`src/rtl/instruction_fetch_stage_pkg.sv`:
```
// Shared fetch-stage definitions: FSM states, bubble value, PC step and
// word-alignment helper used by the instruction fetch stage.
package instruction_fetch_stage_pkg;

    typedef enum logic [1:0] {
        FETCH_IDLE    = 2'd0,
        FETCH_REQ     = 2'd1,
        FETCH_HOLD    = 2'd2,
        FETCH_DISCARD = 2'd3
    } fetch_state_e;

    localparam logic [31:0] NOP_BUBBLE = 32'h0000_0000;
    localparam logic [31:0] PC_STEP    = 32'd4;
    localparam logic [31:0] ALIGN_MASK = 32'hFFFF_FFFC;

    function automatic logic [31:0] align_addr(input logic [31:0] addr);
        return addr & ALIGN_MASK;
    endfunction

endpackage

```
`src/rtl/instruction_fetch_stage.sv`:
```
// Instruction fetch stage: owns the PC, runs the req/ack handshake to
// instruction memory, and honours freeze and branch redirects.
module instruction_fetch_stage
    import instruction_fetch_stage_pkg::*;
#(
    parameter logic [31:0] RESET_PC  = 32'h0000_0000,
    parameter logic [31:0] NOP_INSTR = NOP_BUBBLE
) (
    input  logic        clk_i,
    input  logic        rst_i,
    input  logic        freeze_i,
    input  logic        branch_taken_i,
    input  logic [31:0] branch_address_i,
    output logic        imem_req_o,
    output logic [31:0] imem_addr_o,
    input  logic        imem_ack_i,
    input  logic [31:0] imem_rdata_i,
    output logic [31:0] pc_o,
    output logic [31:0] instruction_o,
    output logic        instr_valid_o
);

    fetch_state_e state_q, state_d;

    logic [31:0] next_pc_q,    next_pc_d;
    logic [31:0] imem_addr_q,  imem_addr_d;
    logic [31:0] redirect_q,   redirect_d;
    logic [31:0] hold_pc_q,    hold_pc_d;
    logic [31:0] hold_instr_q, hold_instr_d;
    logic [31:0] pc_q,         pc_d;
    logic [31:0] instr_q,      instr_d;
    logic        valid_q,      valid_d;

    logic [31:0] target;
    logic [31:0] addr_plus;

    assign target    = align_addr(branch_address_i);
    assign addr_plus = imem_addr_q + PC_STEP;

    always_ff @(posedge clk_i) begin
        if (rst_i) begin
            state_q <= FETCH_IDLE;
        end else begin
            state_q <= state_d;
        end
    end

    // Branch has priority over everything; a branch with an unacked request
    // must wait out the in-flight response in DISCARD.
    always_comb begin
        state_d = state_q;
        unique case (state_q)
            FETCH_IDLE: state_d = FETCH_REQ;
            FETCH_REQ: begin
                if (branch_taken_i) begin
                    state_d = imem_ack_i ? FETCH_REQ : FETCH_DISCARD;
                end else if (imem_ack_i && freeze_i) begin
                    state_d = FETCH_HOLD;
                end
            end
            FETCH_HOLD: begin
                if (branch_taken_i || !freeze_i) begin
                    state_d = FETCH_REQ;
                end
            end
            FETCH_DISCARD: begin
                if (imem_ack_i) begin
                    state_d = FETCH_REQ;
                end
            end
            default: state_d = FETCH_IDLE;
        endcase
    end

    always_comb begin
        next_pc_d    = next_pc_q;
        imem_addr_d  = imem_addr_q;
        redirect_d   = redirect_q;
        hold_pc_d    = hold_pc_q;
        hold_instr_d = hold_instr_q;
        pc_d         = pc_q;
        instr_d      = instr_q;
        valid_d      = valid_q;

        if (branch_taken_i) begin
            pc_d         = 32'h0;
            instr_d      = NOP_INSTR;
            valid_d      = 1'b0;
            hold_pc_d    = 32'h0;
            hold_instr_d = NOP_INSTR;
        end

        unique case (state_q)
            FETCH_IDLE: begin
                imem_addr_d = branch_taken_i ? target : next_pc_q;
            end
            FETCH_REQ: begin
                if (branch_taken_i) begin
                    if (imem_ack_i) begin
                        imem_addr_d = target;
                    end else begin
                        redirect_d = target;
                    end
                end else if (imem_ack_i) begin
                    if (!freeze_i) begin
                        pc_d        = addr_plus;
                        instr_d     = imem_rdata_i;
                        valid_d     = 1'b1;
                        imem_addr_d = addr_plus;
                        next_pc_d   = addr_plus;
                    end else begin
                        hold_pc_d    = addr_plus;
                        hold_instr_d = imem_rdata_i;
                    end
                end else if (!freeze_i) begin
                    pc_d    = 32'h0;
                    instr_d = NOP_INSTR;
                    valid_d = 1'b0;
                end
            end
            FETCH_HOLD: begin
                if (branch_taken_i) begin
                    imem_addr_d = target;
                end else if (!freeze_i) begin
                    pc_d         = hold_pc_q;
                    instr_d      = hold_instr_q;
                    valid_d      = 1'b1;
                    imem_addr_d  = hold_pc_q;
                    next_pc_d    = hold_pc_q;
                    hold_pc_d    = 32'h0;
                    hold_instr_d = NOP_INSTR;
                end
            end
            FETCH_DISCARD: begin
                // The newest branch wins even if it lands on the dropped ack.
                if (branch_taken_i) begin
                    redirect_d = target;
                end
                if (imem_ack_i) begin
                    imem_addr_d = branch_taken_i ? target : redirect_q;
                end
            end
            default: begin
                imem_addr_d = next_pc_q;
            end
        endcase
    end

    always_ff @(posedge clk_i) begin
        if (rst_i) begin
            next_pc_q    <= RESET_PC;
            imem_addr_q  <= RESET_PC;
            redirect_q   <= RESET_PC;
            hold_pc_q    <= 32'h0;
            hold_instr_q <= NOP_INSTR;
            pc_q         <= 32'h0;
            instr_q      <= NOP_INSTR;
            valid_q      <= 1'b0;
        end else begin
            next_pc_q    <= next_pc_d;
            imem_addr_q  <= imem_addr_d;
            redirect_q   <= redirect_d;
            hold_pc_q    <= hold_pc_d;
            hold_instr_q <= hold_instr_d;
            pc_q         <= pc_d;
            instr_q      <= instr_d;
            valid_q      <= valid_d;
        end
    end

    always_comb begin
        imem_req_o    = (state_q == FETCH_REQ) || (state_q == FETCH_DISCARD);
        imem_addr_o   = imem_addr_q;
        pc_o          = pc_q;
        instruction_o = instr_q;
        instr_valid_o = valid_q;
    end

endmodule

```
`config.mk`:
```
export PLATFORM = sky130hd
export DESIGN_NAME = instruction_fetch_stage
export DESIGN_NICKNAME = d
export VERILOG_FILES = /design/src/rtl/instruction_fetch_stage_pkg.sv /design/src/rtl/instruction_fetch_stage.sv
export SDC_FILE = /design/constraint.sdc
export NUM_CORES = 1
export LEC_CHECK = 0
export CAP_MARGIN = 20
export CORE_UTILIZATION = 30
export CTS_CLUSTER_DIAMETER = 40
export DETAILED_ROUTE_END_ITERATION = 8
export PLACE_DENSITY_LB_ADDON = 0.3
export SYNTH_ARGS = -nofsm -noshare
export SYNTH_HDL_FRONTEND = slang
export SYNTH_SLANG_ARGS = --single-unit
```
`constraint.sdc`:
```
create_clock -name clk_i -period 2.8 [get_ports clk_i]
set_input_delay 0.7 -clock clk_i [delete_from_list [all_inputs] [get_ports clk_i]]
set_output_delay 0.7 -clock clk_i [all_outputs]
set_load 0.005 [all_outputs]
```
==> results.yml <==
yosys:
  synth_area_um2: 11060
  synth-simple-area-share: 0.2031
  synth_compound_area_frac: 0.2930
  synth_edf_count: 0
  yosysTopAreaCellShare: 0.4109
  ys.flop_type: "dfxtp_1"
  avgSynthCellArea_um2: 7.968
  synth_xor_xnor_area_share: 0.01188
  synth_mux_area_frac: 0.01980
  ys_top_cells_by_area: "dfxtp_1, a21oi_1, nand2_1"
  async_flop_share: 0
  yosysSeqAreaShare: 0.4109
  ys_warn_count: 0
  synth_cell_type_count: 69
  ys_ff_latch: 227
  synth_top_family_by_area: "compound AO/OA/AOI/OAI gates"
  synth_top_area_cell: "dfxtp_1"
  syn_inst: 1388
  synth_nets: 1462
  synth_fa_ha_area_frac: 0.005657
cells_and_area:
  syn2layout_area_growth_pct: 36.73
  fin_util: 0.4211
  fin_nets: 1644
  diodes: 0
  final_common_cell: "dfxtp_1"
  postLayoutCellArea_um2: 15120
  layout-drive-gt1-share: 0.1356
  final_cell_mix: "dfxtp_1, clkdlybuf4s50_1, nand2_1"
sta:
  tightest_slew_ns: 0.9904
  timing.final.crit_share: 0.9692
  slew_headroom: 0.3314
  finalSetupViolCount: 0
  clock_skew_ns: 0.02899
  setup_ws_ns: 0.08628
  fmax_mhz: 368.5
  hold_ws_ns: 0.4519
  final.min_clock_period_ns: 2.714
  rsz0062_at_grt: "no"
  fin_setup_tns_ns: 0
  hold_viol: 0
  maxSlewViolCount: 0
clock_tree:
  cts_setup_buffers: 0
  htreeDepth: 2
  clk-insertion-delay-late_ns: 0.55
  holdBufCountCts: 0
  cts_root_buf: "clkbuf_16"
  clkTransAtPathRegs_ns: 0.06
  cts_buffers: 39
  tritoncts: "built"
  clockBufferDepth: 3
  cts_num_sinks: 227
floorplan:
  placementRows: 69
  die_h_um: 194
  start_util: 0.3079
  ioPinCount: 167
  die-area_um2: 37640
  core_um2: 35910
  die_w_um: 194
setup_path:
  critPathArrivalTime_ns: 2.01
  critPathMaxFanout: 10
  cp_slowest_cell: "clkdlybuf4s50_1"
  crit_path_frequent_cell: "inv_1"
  worst_setup_path_start_kind: "flip-flop"
  cp-end-kind: "primary output"
  crit_chain: "inv_1, ha_2, nor2_1, inv_1, clkdlybuf4s50_1"
  critPathBufInv: 3
  crit_family: "buffers and inverters"
  ff2ff_setup_slack_ns: 0.19
  crit_start: "state_q[1]"
  r2r-end: "next_pc_q[21]"
  reg2reg_depth: 5
  max_stage_delay_ns: 0.51
  crit_required_ns: 2.10
  r2r_start: "imem_addr_o[3]"
  worst-setup-path-type: "reg2out"
detailed_routing:
  avgViaCountPerCell: 5.714
  drcViolationCount: 0
  ant_nets: 0
  drtIter0Drc: 1058
  dr.pass1.iters: 7
  num_vias: 11780
  wl_per_cell_um: 21.47
  drt_wl_total_mm: 44.26
placement:
  place_ws_ns: 0.05134
  hpwlAfterDp_mm: 31.41
  numPortBuffers: 164
  place_area_um2: 13770
  place.gp.congestion: 0.9047
grt:
  grt_pass1_wl_mm: 67.36
  grt_max_degree: 103
  grtUsageTotal: 0.2281
  antenna_found_initial: 0
  grt_pass1_vias: 11390
  gr-total-overflow: 0
power_and_ir_drop:
  power.density_nw_per_um2: 701.2
  p_leak_uw: 0.005184
  ir_drop_v: 0.0003977
run:
  maxCapViolations: 0
status:
  outcome: "completed"
min_path:
  hold_start: "next_pc_q[7]"
  hold_end: "next_pc_q[7]"
  holdPathStages: 2
  min_path_type: "reg2reg"
worst max-delay path by stage:
stage,end,slack (ns),cells past startpoint
finish,imem_req_o,0.09,5
global route,imem_req_o,0.006,5
CTS,imem_req_o,0.03,5
detailed placement,imem_addr_o[13],0.05,7
global placement,imem_addr_o[1],0.08,7
floorplan,next_pc_q[29],0.52,8
metal layers:
metal	track usage	wire [µm]
met1	0.2803	18360
met4	0.1105	2106
met5	0	0
met2	0.3744	20380
met3	0.05323	3402
per-stage QoR:
step / instances / total power, µW
3_3_place_gp: 1990 / 5786
5_1_grt: 2061 / 11000
3_5_place_dp: 1990 / 5806
4_1_cts: 2061 / 10670
2_1_floorplan: 1388 / 4681
6_report: 2061 / 10600
synth_stat cells (all sizes together), types with 3 or more instances:
cell type	number
dfxtp	227
nand2	161
nor2	151
a21oi	124
clkbuf	111
o21ai	82
a22oi	60
a222oi	45
a31oi	43
nand3	35
nor3	35
nor2b	25
inv	24
buf	22
a221oi	18
mux2	15
o2bb2ai	15
a211oi	14
nand2b	14
o211ai	13
o32ai	13
nand4	11
xnor2	11
and3	10
nor4	9
o31a	9
nand3b	7
and2	6
and4	6
a22o	5
ha	5
mux2i	5
a311oi	4
o22ai	4
o311ai	4
or3	4
or4	4
xor2	4
a221o	3
layout make-up:
class	instances	area (µm²)
fillers	3641	20790
multi-input cells	1002	5974
flip-flops and latches	227	4546
repair buffers	274	2592
clock buffers	44	1025
well taps	461	576.8
clock inverters	27	310.3
inverters	26	97.59
report_power, final:
group          switching (µW)  internal (µW)
logic                    1310            895
registers                 173           3400
clock network            1840           2990
worst reg2reg max path: cells and delay by family, from the launching register on:
kind	cells	cell delay [ns]
DFF	1	0.58
and+or+nand+nor	2	0.74
AOI/OAI and AO/OA	3	1.13
cells by family (layout without fill, tap and decap cells):
logic type / after synthesis / in the layout
and+or+nand+nor: 485 / 485
xor gates and xnor gates: 15 / 15
DFF: 227 / 227
muxes: 20 / 20
AOI/OAI and AO/OA: 477 / 477
buffers and inverters: 159 / 371
adders and majority gates: 5 / 5
repair_timing:
action	CTS	global route
resized for setup	2	3
setup endpoints to repair	1	1
hold endpoints to repair	0	0
sequential cells by signal, indices dropped and copies added, names as in the netlist:
signal,flops
hold_instr_q,32
hold_pc_q,32
imem_addr_o,32
instr_valid_o,1
instruction_o,32
next_pc_q,32
pc_o,32
redirect_q,32
state_q,2
(Power assumes the default switching activity.)
